[src/rtl/song_sequencer_pkg.sv]
// Shared types and constants for the song sequencer and its note player.
package song_sequencer_pkg;

    localparam int SONG_SEL_W = 2;   // 4 songs
    localparam int IDX_W      = 5;   // 32 entries per song
    localparam int NOTE_W     = 6;   // frequency ROM address
    localparam int DUR_W      = 6;   // duration in 1/48 s beats
    localparam int ADDR_W     = SONG_SEL_W + IDX_W;
    localparam int WORD_W     = NOTE_W + DUR_W;

    // A zero duration terminates a song early.
    localparam logic [DUR_W-1:0] END_MARKER = '0;
    localparam logic [IDX_W-1:0] LAST_IDX   = '1;

    typedef enum logic [2:0] {
        S_IDLE,
        S_ADDR,
        S_LOAD,
        S_WAIT,
        S_DONE
    } state_e;

endpackage

[src/rtl/song_sequencer_rom.sv]
// Song table: address {song, idx}, data {note, dur}, one-cycle registered read.
module song_sequencer_rom
    import song_sequencer_pkg::*;
(
    input  logic              clk,
    input  logic [ADDR_W-1:0] addr,
    output logic [WORD_W-1:0] dout
);

    // Songs 0-2 are short hand-written tunes ending in a zero duration;
    // song 3 fills all 32 slots so the sequencer has to stop on the index.
    function automatic logic [WORD_W-1:0] rom_word(input logic [ADDR_W-1:0] a);
        logic [IDX_W-1:0] i;
        i        = a[IDX_W-1:0];
        rom_word = '0;
        case (a[ADDR_W-1:IDX_W])
            2'd0: case (i)
                5'd0:    rom_word = {6'd37, 6'd12};
                5'd1:    rom_word = {6'd20, 6'd6};
                5'd2:    rom_word = {6'd15, 6'd9};
                5'd3:    rom_word = {6'd44, 6'd3};
                default: ;
            endcase
            2'd1: case (i)
                5'd0:    rom_word = {6'd10, 6'd4};
                5'd1:    rom_word = {6'd11, 6'd5};
                5'd2:    rom_word = {6'd12, 6'd6};
                default: ;
            endcase
            2'd2: case (i)
                5'd0:    rom_word = {6'd50, 6'd7};
                5'd1:    rom_word = {6'd51, 6'd8};
                default: ;
            endcase
            default: rom_word = {{i, 1'b1}, {1'b0, i} + 6'd1};
        endcase
    endfunction

    // Registered read port.
    always_ff @(posedge clk) begin
        dout <= rom_word(addr);
    end

endmodule

[src/rtl/song_sequencer.sv]
// Walks the selected song in ROM, hands each note to the player with a
// one-cycle load pulse, waits for the player's done edge, flags end of song.
module song_sequencer
    import song_sequencer_pkg::*;
(
    input  logic                  clk,
    input  logic                  reset_n,
    input  logic                  play,
    input  logic [SONG_SEL_W-1:0] song,
    input  logic                  note_done,
    output logic [NOTE_W-1:0]     note_to_load,
    output logic [DUR_W-1:0]      duration_to_load,
    output logic                  load_new_note,
    output logic                  song_done
);

    state_e                state_q, state_d;
    logic [IDX_W-1:0]      idx_q, idx_d;
    logic [SONG_SEL_W-1:0] song_q, song_d;
    logic [NOTE_W-1:0]     note_q, note_d;
    logic [DUR_W-1:0]      dur_q, dur_d;
    logic                  load_q, load_d;
    logic                  done_q, done_d;
    logic                  nd_q, nd_d;

    logic [WORD_W-1:0]     rom_dout;
    logic [NOTE_W-1:0]     rom_note;
    logic [DUR_W-1:0]      rom_dur;
    logic                  nd_rise;

    song_sequencer_rom u_song_rom (
        .clk  (clk),
        .addr ({song_q, idx_q}),
        .dout (rom_dout)
    );

    assign rom_note = rom_dout[WORD_W-1:DUR_W];
    assign rom_dur  = rom_dout[DUR_W-1:0];
    // Edge reference freezes while paused, so a done that rises during a
    // pause is still seen as an edge once play returns.
    assign nd_rise  = note_done & ~nd_q;

    // Next-state, index, song latch and output register inputs.
    always_comb begin
        state_d = state_q;
        idx_d   = idx_q;
        song_d  = song_q;
        note_d  = note_q;
        dur_d   = dur_q;
        load_d  = 1'b0;
        done_d  = 1'b0;
        nd_d    = play ? note_done : nd_q;

        if (song != song_q) begin
            // A new selection restarts from entry 0, whatever we were doing.
            song_d  = song;
            idx_d   = '0;
            state_d = play ? S_ADDR : S_IDLE;
        end else begin
            case (state_q)
                S_IDLE: if (play) state_d = S_ADDR;
                S_ADDR: state_d = S_LOAD;
                S_LOAD: begin
                    if (rom_dur == END_MARKER) begin
                        state_d = S_DONE;
                    end else begin
                        note_d  = rom_note;
                        dur_d   = rom_dur;
                        load_d  = 1'b1;
                        state_d = S_WAIT;
                    end
                end
                S_WAIT: begin
                    if (play && nd_rise) begin
                        if (idx_q == LAST_IDX) begin
                            state_d = S_DONE;
                        end else begin
                            idx_d   = idx_q + IDX_W'(1);
                            state_d = S_ADDR;
                        end
                    end
                end
                S_DONE: if (!play) state_d = S_IDLE;
                default: state_d = S_IDLE;
            endcase
            // Pulse song_done once on entry and rewind for the next play.
            if (state_d == S_DONE && state_q != S_DONE) begin
                done_d = 1'b1;
                idx_d  = '0;
            end
        end
    end

    // State and output registers with synchronous active-low reset.
    always_ff @(posedge clk) begin
        if (!reset_n) begin
            state_q <= S_IDLE;
            idx_q   <= '0;
            song_q  <= song;
            note_q  <= '0;
            dur_q   <= '0;
            load_q  <= 1'b0;
            done_q  <= 1'b0;
            nd_q    <= 1'b0;
        end else begin
            state_q <= state_d;
            idx_q   <= idx_d;
            song_q  <= song_d;
            note_q  <= note_d;
            dur_q   <= dur_d;
            load_q  <= load_d;
            done_q  <= done_d;
            nd_q    <= nd_d;
        end
    end

    assign note_to_load     = note_q;
    assign duration_to_load = dur_q;
    assign load_new_note    = load_q;
    assign song_done        = done_q;

endmodule
[config.mk]
export PLATFORM = sky130hd
export DESIGN_NAME = song_sequencer
export DESIGN_NICKNAME = d
export VERILOG_FILES = /design/src/rtl/song_sequencer_pkg.sv /design/src/rtl/song_sequencer_rom.sv /design/src/rtl/song_sequencer.sv
export SDC_FILE = /design/constraint.sdc
export NUM_CORES = 1
export LEC_CHECK = 0
export ABC_AREA = 1
export CORE_ASPECT_RATIO = 0.75
export CORE_MARGIN = 2
export CORE_UTILIZATION = 49
export DETAILED_ROUTE_END_ITERATION = 8
export GPL_ROUTABILITY_DRIVEN = 0
export GPL_TIMING_DRIVEN = 0
export PLACE_DENSITY = 0.84
export SLEW_MARGIN = 20
export SYNTH_ARGS = -nofsm -noshare
export SYNTH_HDL_FRONTEND = slang
export SYNTH_SLANG_ARGS = --single-unit
[constraint.sdc]
create_clock -name clk -period 1.4 [get_ports clk]
set_input_delay 0.14 -clock clk [delete_from_list [all_inputs] [get_ports clk]]
set_output_delay 0.14 -clock clk [all_outputs]
set_load 0.02 [all_outputs]
Yosys cells after proc, flatten, opt, wreduce, memory -nomap -nowiden
Cells that the tools add are included.
Widths: inputs -> output; s select.
Word-level totals
  output and inout bits: 14
  register bits: 37
  logic and storage cells: 60
  input bits: 6
Operators by class
  add/subtract/negate cells: 2
  reduce and logical (&&, ||, !) cells: 11
  bitwise logic cells: 7
  eq/ne operators: 14
  muxes and demuxes: 17
Operators by type and width (count)
  $pmux 12 s4: 1
  $pmux 12 s3: 1
  $pmux 10 s3: 1
  $pmux 12 s2: 1
  $mux 3: 7
  $pmux 3 s5: 1
  $eq 5x2->1 const B: 2
  $add 5x1->6 const B: 1
  $eq 3x2->1 const B: 2
  $eq 3x3->1 const B: 2
  $logic_not 6->1: 1
  $not 1->1: 6
  $reduce_and 3->1: 2
  $reduce_or 3->1: 2
  $add 5x1->5 const B: 1
  $eq 5x1->1 const B: 1
  $eq 5x5->1 const B: 1
  $logic_not 5->1: 1
  $mux 2: 2
  $eq 3x1->1 const B: 1
  $logic_not 3->1: 1
  $mux 1: 3
  $ne 3x3->1 const B: 1
  $eq 2x1->1 const B: 1
  other kinds (7): 8

Depth between registers and ports, before layout
Gate-level depths: netlist of run 1.
  depth after elaboration: 9
  depth in mapped cells: 11
  gate-level depth less buffers: 11

Hierarchy
A second synthesis of run 1 with hierarchy kept.
Unflattened totals
  cells, all modules: 264
  area, all modules: 1836.8 µm²
By module, submodules not included
  song_sequencer: area an instance 1198.6 µm², cells each 171, times used 1, seq. area each 520.5 µm²
  song_sequencer_rom: area an instance 638.1 µm², cells each 93, times used 1, seq. area each 240.2 µm²

Worst setup path after synthesis of run 1
No wires, ideal clock.
  path type: register to register
  start point: register idx_q[0]
  end point: register state_q[0]
  setup time: 0.109 ns
  stages on the path, launching flop included: 12
  data required time: 1.291 ns
  path buffers: 0
  setup slack: -0.031 ns
  data arrival time: 1.322 ns
  period minus slack after synthesis: 1.431 ns
  cells stage by stage: dfxtp_1 ha_1 nand2_1 nor2_1 ha_1 inv_1 nand3_2 inv_2 nor2_1 nand3_1 nand2_1 inv_1
On the way
  cells in the longest elaborated chain, start to end: 6
RTL lines
  start, declared: line song_sequencer.sv:18  | logic [IDX_W-1:0] idx_q, idx_d;
  start signal, assigned: line song_sequencer.sv:107  | idx_q <= idx_d;
  $eq 5x5->1: line song_sequencer.sv:75  | if (idx_q == LAST_IDX) begin
  $mux 3: line song_sequencer.sv:75
  $mux 3: line song_sequencer.sv:74  | if (play && nd_rise) begin
  $pmux 3 s5: line song_sequencer.sv:60  | case (state_q)
  $mux 3 (2 in a row): line song_sequencer.sv:54  | if (song != song_q) begin
  end signal, assigned: line song_sequencer.sv:106  | state_q <= state_d;
  end, declared: line song_sequencer.sv:17  | state_e state_q, state_d;
Every way passes these cells. The select of a mux whose other input is x is not followed.
A chain may end at the register's enable or synchronous reset.

Worst setup path in the final report of run 1
  start point: register idx_q[0]
  end point: register u_song_rom.dout[6]
On the way
  cells in the longest elaborated chain, start to end: 3
  elaborated cells on any way between the ends: 8
  classes of those cells: 3 x eq/ne; 4 x mux; 1 x reduce/logical
RTL lines
  $eq 5x2->1, or another cell as far along: line song_sequencer_rom.sv:17  | 2'd0: case (i)
  $pmux 12 s4, or another cell as far along: line song_sequencer_rom.sv:17
  $pmux 12 s3 *: line song_sequencer_rom.sv:16  | case (a[ADDR_W-1:IDX_W])
  end signal, assigned: line song_sequencer_rom.sv:41  | dout <= rom_word(addr);
  end, declared: line song_sequencer_rom.sv:7  | output logic [WORD_W-1:0] dout
Mark *: on every way between the ends. The rest lies on a longest branch, timed or not.

==> qor.txt, run 1 <==
Status -> finished, violations left
Failing checks -> negative setup slack
Crit. End Element -> flip-flop
Die ar. -> 3780 µm²
Total Power -> 0.00215 W
Design area -> 2240 µm²
Grt met3 use -> 5.43%
Ratio of total power to cell area -> 964 nW/µm²
Clock Pin Slew Worst Setup and Hold Paths -> 0.07 ns
Post-DRT Antenna Nets -> 0
Sw Ratio -> 26.1%
Sequential share of the synthesized area -> 47.0%
Peak Freq -> 701 MHz
Static Leak -> 1.04 nW
Seq pwr share -> 53.2%
Placed cell areas -> 1860 µm²
GR Util met1 -> 24.3%
Net Sw Power -> 0.000562 W
Slew Viols, Final -> 0
Met2 Usage GRT -> 30.5%
CTS root buffer -> clkbuf_8
Starting Density -> 50.3%
Post-synthesis net count -> 224
Netlist cell types -> 28
Worst Tran Pin Value -> 0.333 ns
Synth warnings -> 0
WS Path Type -> reg -> reg
Worst-skew pair later-pin latency -> 0.31 ns
Post-synth top area cell -> dfxtp_1
Core Region -> 3220 µm²
H-tree depth -> 2
Slowest cell delay on critical path -> 0.36 ns
Top delay family on crit path -> flip-flops
Final worst slack -> -0.0264 ns
Ranking of synthesized cells by area -> dfxtp_1 43%, nor2_1 11%, nand2_1 7.7%
Largest net degree at the start of global routing -> 12
Avg Inst Size Synth -> 7.60 µm²
Setup violators final -> 4
FP Rows -> 18
Ratio of cells with drive above 1 in the final layout -> 26.6%
Comb power frac -> 10.4%
Critical Path, Cell by Cell -> inv_1, ha_1, nand2_1, nor2_1, o21ai_0, nand4_1
Final Hold Violating Endpoints -> 0
1st-iter DRT viols -> 75
Number of port buffers -> 19
Relative slew slack -> 77.5%
Final Net Count -> 263
Fillers -> 250
CP Launch Type -> flip-flop
Clock Skew -> 0.0122 ns
GR Util All Layers -> 19.4%
DP HPWL -> 2.32 mm
Most Crowded Layer GR -> met2
CP Data Required Time -> 1.56 ns
Setup TNS -> -0.0795 ns
CP bufs+invs -> 1
Avg WL per Cell -> 13.7 µm
Antenna violations before repair -> 0
# clock sinks -> 37
N_diodes -> 0
Proportion of netlist area held by the largest area contributor -> 43.3%
Largest fanout on the critical path -> 3
Die width -> 70.4 µm
Top-Level Pins -> 20
Worst hold path type -> in -> reg
Min cycle time layout -> 1.43 ns
# DRC -> 0
Yosys reg bits -> 37
Clock Power Share -> 36.4%
Worst EP arrival -> 1.59 ns
Vias in the first global route -> 1236
Internal Pwr Total -> 0.00159 W
MaxCap Viol Count -> 0
Grt total ovfl -> 0
Via/cell ratio -> 5.33
Max clock buf depth -> 2
Period utilization -> 102%
Pre-CTS WS -> -0.188 ns
RSZ-0062 raised after global routing -> yes
CP max-delay cell -> dfxtp_4
WL final -> 4.01 mm
CTS buffer count -> 5
Height of the die -> 53.8 µm
Synth Instances -> 213
Commonest non-fill, non-tap cell in the layout -> nor2_1
Worst vdd ir -> 0.933 mV
Most frequent cells in the layout -> 35 x nor2_1, 32 x dfxtp_1, 28 x nand2_1
Hold_buf cts -> 0
Routed vias -> 1555
First-pass GRT wire length -> 5.49 mm
Area Overhead vs Synth -> 38.1%
TritonRoute pass-1 iters -> 4
TritonCTS clock tree -> built
Netlist Area Pre-Place -> 1620 µm²
cells in the mapped netlist, drive strengths merged:
| library cell | n |
|---|---|
| edfxtp | 2 |
| inv | 23 |
| xnor2 | 3 |
| or2 | 1 |
| nor2 | 53 |
| o2111ai | 1 |
| o21ai | 23 |
| dfxtp | 35 |
| nor3b | 1 |
| nand2 | 34 |
| nand4 | 2 |
| clkbuf | 2 |
| a21oi | 8 |
| ha | 5 |
| buf | 2 |
| o311ai | 1 |
| a22oi | 1 |
| nor3 | 2 |
| xor2 | 2 |
| nand3 | 12 |
worst paths after layout:
kind	end	slack, ns	cells after the start	start
max reg2reg	u_song_rom.dout[6]$_DFF_P_	-0.03	6	idx_q[0]$_SDFFE_PP0P_
min	nd_q$_SDFFE_PN0P_	0.46	3	note_done
max	u_song_rom.dout[6]$_DFF_P_	-0.03	6	idx_q[0]$_SDFFE_PP0P_
min reg2reg	note_to_load[3]$_SDFFE_PN0P_	0.47	2	u_song_rom.dout[9]$_DFF_P_
registers in the layout (all words and copies together), names as in the netlist:
name and count:
idx_q 5, duration_to_load 6, load_new_note 1, nd_q 1
state_q 3, song_q 2, note_to_load 6, song_done 1
u_song_rom.dout 12
per-layer routing:
metal  vias up  part of all wire [%]
li1        758                     -
met1       733                    42
met2        52                    49
met3        12                   7.0
met4         0                   2.3
met5         -                     0
cells by family (layout without fill, tap and decap cells):
family	after synthesis	after routing	share of synthesized area, %
AOI/OAI and AO/OA	34	34	11.1
buffers and inverters	27	66	7.34
and+or+nand+nor	105	105	27.5
DFF	37	37	47.0
adders and majority gates	5	5	3.86
xor gates and xnor gates	5	5	3.17
power by group through the flow:
stage / combinational, W / sequential, W / clock [W]
finish: 0.000225 / 0.00115 / 0.000784
global route: 0.000244 / 0.00115 / 0.000830
CTS: 0.000184 / 0.00113 / 0.000782
detailed placement: 0.000166 / 0.00116 / 0
global placement: 0.000162 / 0.00116 / 0
floorplan: 0.000108 / 0.00116 / 0
cell type report:
cell class | count | area [µm²] | area share, %
sequential | 37 | 769 | 34.4
inverter | 23 | 91.3 | 4.09
buffer | 4 | 35.0 | 1.57
clock inverter | 1 | 6.26 | 0.280
clock buffer | 6 | 82.6 | 3.69
timing repair buffer | 32 | 313 | 14.0
multi-input combinational | 149 | 888 | 39.7
tap | 40 | 50.0 | 2.24
per-stage QoR:
stage               utilization, %  instances  hold WS, ns
floorplan                        -        213        0.239
global placement              57.9        272        0.437
detailed placement            57.9        272        0.440
CTS                           63.6        286        0.439
global route                  69.4        292        0.489
finish                        69.4        292        0.460
worst min-delay path, stage by stage:
cell             delay, ns
clkdlybuf4s50_1       0.39
nand2_1               0.10
a21oi_1               0.07
repair_timing:
item | CTS | global route
cloned | 0 | 2
buffers inserted | 7 | 4
setup endpoints to repair | 21 | 33
pin swaps | 5 | 12
gates resized for setup | 15 | 50
Note: power is estimated with default switching activity, not from simulation.
==> inputs of run 2 (changes only) <==
--- a/config.mk
+++ b/config.mk
@@ -6,6 +6,7 @@
 export NUM_CORES = 1
 export LEC_CHECK = 0
 export ABC_AREA = 1
+export CAP_MARGIN = 20
 export CORE_ASPECT_RATIO = 0.75
 export CORE_MARGIN = 2
 export CORE_UTILIZATION = 49
==> results of run 2 <==
The final DEF is identical to that of run 1; final timing and power are the same.
==> inputs of run 3 (changes only) <==
--- a/config.mk
+++ b/config.mk
@@ -9,11 +9,11 @@
 export CAP_MARGIN = 20
 export CORE_ASPECT_RATIO = 0.75
 export CORE_MARGIN = 2
-export CORE_UTILIZATION = 49
+export CORE_UTILIZATION = 36
 export DETAILED_ROUTE_END_ITERATION = 8
 export GPL_ROUTABILITY_DRIVEN = 0
 export GPL_TIMING_DRIVEN = 0
-export PLACE_DENSITY = 0.84
+export PLACE_DENSITY = 0.67
 export SLEW_MARGIN = 20
 export SYNTH_ARGS = -nofsm -noshare
 export SYNTH_HDL_FRONTEND = slang
==> qor.txt, run 3 (synthesis results as in run 1) <==
Status -> finished, violations left
Failing checks -> negative setup slack
Design area -> 2140 µm²
First-pass GRT wire length -> 5.35 mm
N_diodes -> 0
Starting Density -> 36.9%
Core Region -> 4390 µm²
Routed vias -> 1414
CTS root buffer -> clkbuf_8
Static Leak -> 1.07 nW
Clock Pin Slew Worst Setup and Hold Paths -> 0.07 ns
TritonRoute pass-1 iters -> 4
Ratio of total power to cell area -> 986 nW/µm²
Final Hold Violating Endpoints -> 0
Worst hold path type -> reg -> reg
Relative slew slack -> 71.4%
Dpl cells -> 289
Antenna violations before repair -> 0
Setup TNS -> -0.228 ns
TritonCTS clock tree -> built
Max clock buf depth -> 2
Worst EP arrival -> 1.67 ns
CP max-delay cell -> dfxtp_4
Die width -> 81.4 µm
Post-DRT Antenna Nets -> 0
Peak Freq -> 689 MHz
Height of the die -> 62.1 µm
Critical Path, Cell by Cell -> ha_4, nand2_2, nor2_2, ha_2, inv_2, nand3_4, inv_4, nand2_1, o21ai_1, inv_1, nor2_1
CP bufs+invs -> 3
Ratio of cells with drive above 1 in the final layout -> 19.4%
CTS buffer count -> 5
Worst Tran Pin Value -> 0.429 ns
Hold_buf cts -> 0
Commonest non-fill, non-tap cell in the layout -> nor2_1
CP Data Required Time -> 1.62 ns
Top delay family on crit path -> flip-flops
Clock Skew -> 0.00306 ns
Biggest register -> u_song_rom.dout
Max reg flops -> 12
Worst-skew pair later-pin latency -> 0.29 ns
Slowest cell delay on critical path -> 0.36 ns
# clock sinks -> 37
Crit. End Element -> flip-flop
Via/cell ratio -> 4.65
Final Net Count -> 257
GR Util All Layers -> 14.3%
Die ar. -> 5060 µm²
# DRC -> 0
Final Non-Filler Cells -> 304
Most frequent cells in the layout -> 43 x nor2_1, 32 x dfxtp_1, 29 x nand2_1
WL final -> 3.48 mm
Placed cell areas -> 1890 µm²
DP HPWL -> 2.42 mm
Worst vdd ir -> 0.374 mV
Vias in the first global route -> 1188
RSZ-0062 raised after global routing -> yes
Period utilization -> 104%
Largest net degree at the start of global routing -> 13
Final Util -> 48.9%
Final worst slack -> -0.0510 ns
Avg WL per Cell -> 11.4 µm
Hold WS -> 0.458 ns
Grt total ovfl -> 0
FP Rows -> 21
Number of port buffers -> 19
Slew Viols, Final -> 0
WS Path Type -> reg -> reg
Area Overhead vs Synth -> 32.5%
1st-iter DRT viols -> 65
Top-Level Pins -> 20
CP Launch Type -> flip-flop
MaxCap Viol Count -> 0
Setup violators final -> 7
Largest fanout on the critical path -> 7
Min cycle time layout -> 1.45 ns
H-tree depth -> 2
[run 3: cell count changes in the layout (fill, tap and decap cells not counted), sizes merged]
cell	before	now
buf	15	9
clkinv	0	2
dlymetal6s2s	7	11
inv	24	23
clkdlybuf4s50	12	8
[run 3: per-stage QoR]
| stage | power [W] | setup slack (ns) |
|---|---|---|
| after global routing | 0.00222 | -0.167 |
| final | 0.00211 | -0.0510 |
| after CTS | 0.00211 | -0.0510 |
| after detailed placement | 0.00133 | -0.167 |
| after global placement | 0.00133 | -0.173 |
| after floorplan | 0.00127 | 0.0266 |
[run 3: cell type report]
type	instances	area (µm²)
Tap cell	57	71.3
Fill cell	420	2240
Buffer	3	18.8
Inverter	23	91.3
Multi-Input combinational cell	149	820
Clock buffer	6	82.6
Timing Repair Buffer	27	278
Clock inverter	2	13.8
Sequential cell	37	769
[run 3: routing by layer]
metal	GRT usage (%)	wire (µm)	vias up
li1	-	-	746
met1	19.5	1760	636
met2	20.6	1490	27
met3	4.91	193	5
met4	6.05	34	0
met5	0	0	-
[run 3: worst min-delay path, cell delays in order, from the launching register on]
cell	delay, ns
dfxtp_1	0.31
nor2_1	0.04
nor2_1	0.08
[run 3: worst paths after layout]
path                              start                      endpoint  slack, ns  cells past startpoint
min reg2reg  u_song_rom.dout[6]$_DFF_P_  note_to_load[0]$_SDFFE_PN0P_       0.46                      2
max               idx_q[1]$_SDFFE_PP0P_         idx_q[1]$_SDFFE_PP0P_      -0.05                     11
min          u_song_rom.dout[6]$_DFF_P_  note_to_load[0]$_SDFFE_PN0P_       0.46                      2
max reg2reg       idx_q[1]$_SDFFE_PP0P_         idx_q[1]$_SDFFE_PP0P_      -0.05                     11
[run 3: repair_timing]
item,in CTS,in global routing
setup endpoints to repair,18,33
gates resized for setup,11,28
pin swaps,3,10
setup buffers,5,3
[run 3: power breakdown]
group,switching [W],internal (W)
Clock,0.000379,0.000399
Combinational,0.000117,0.0000844
Sequential,0.0000279,0.00111
Total,0.000524,0.00159
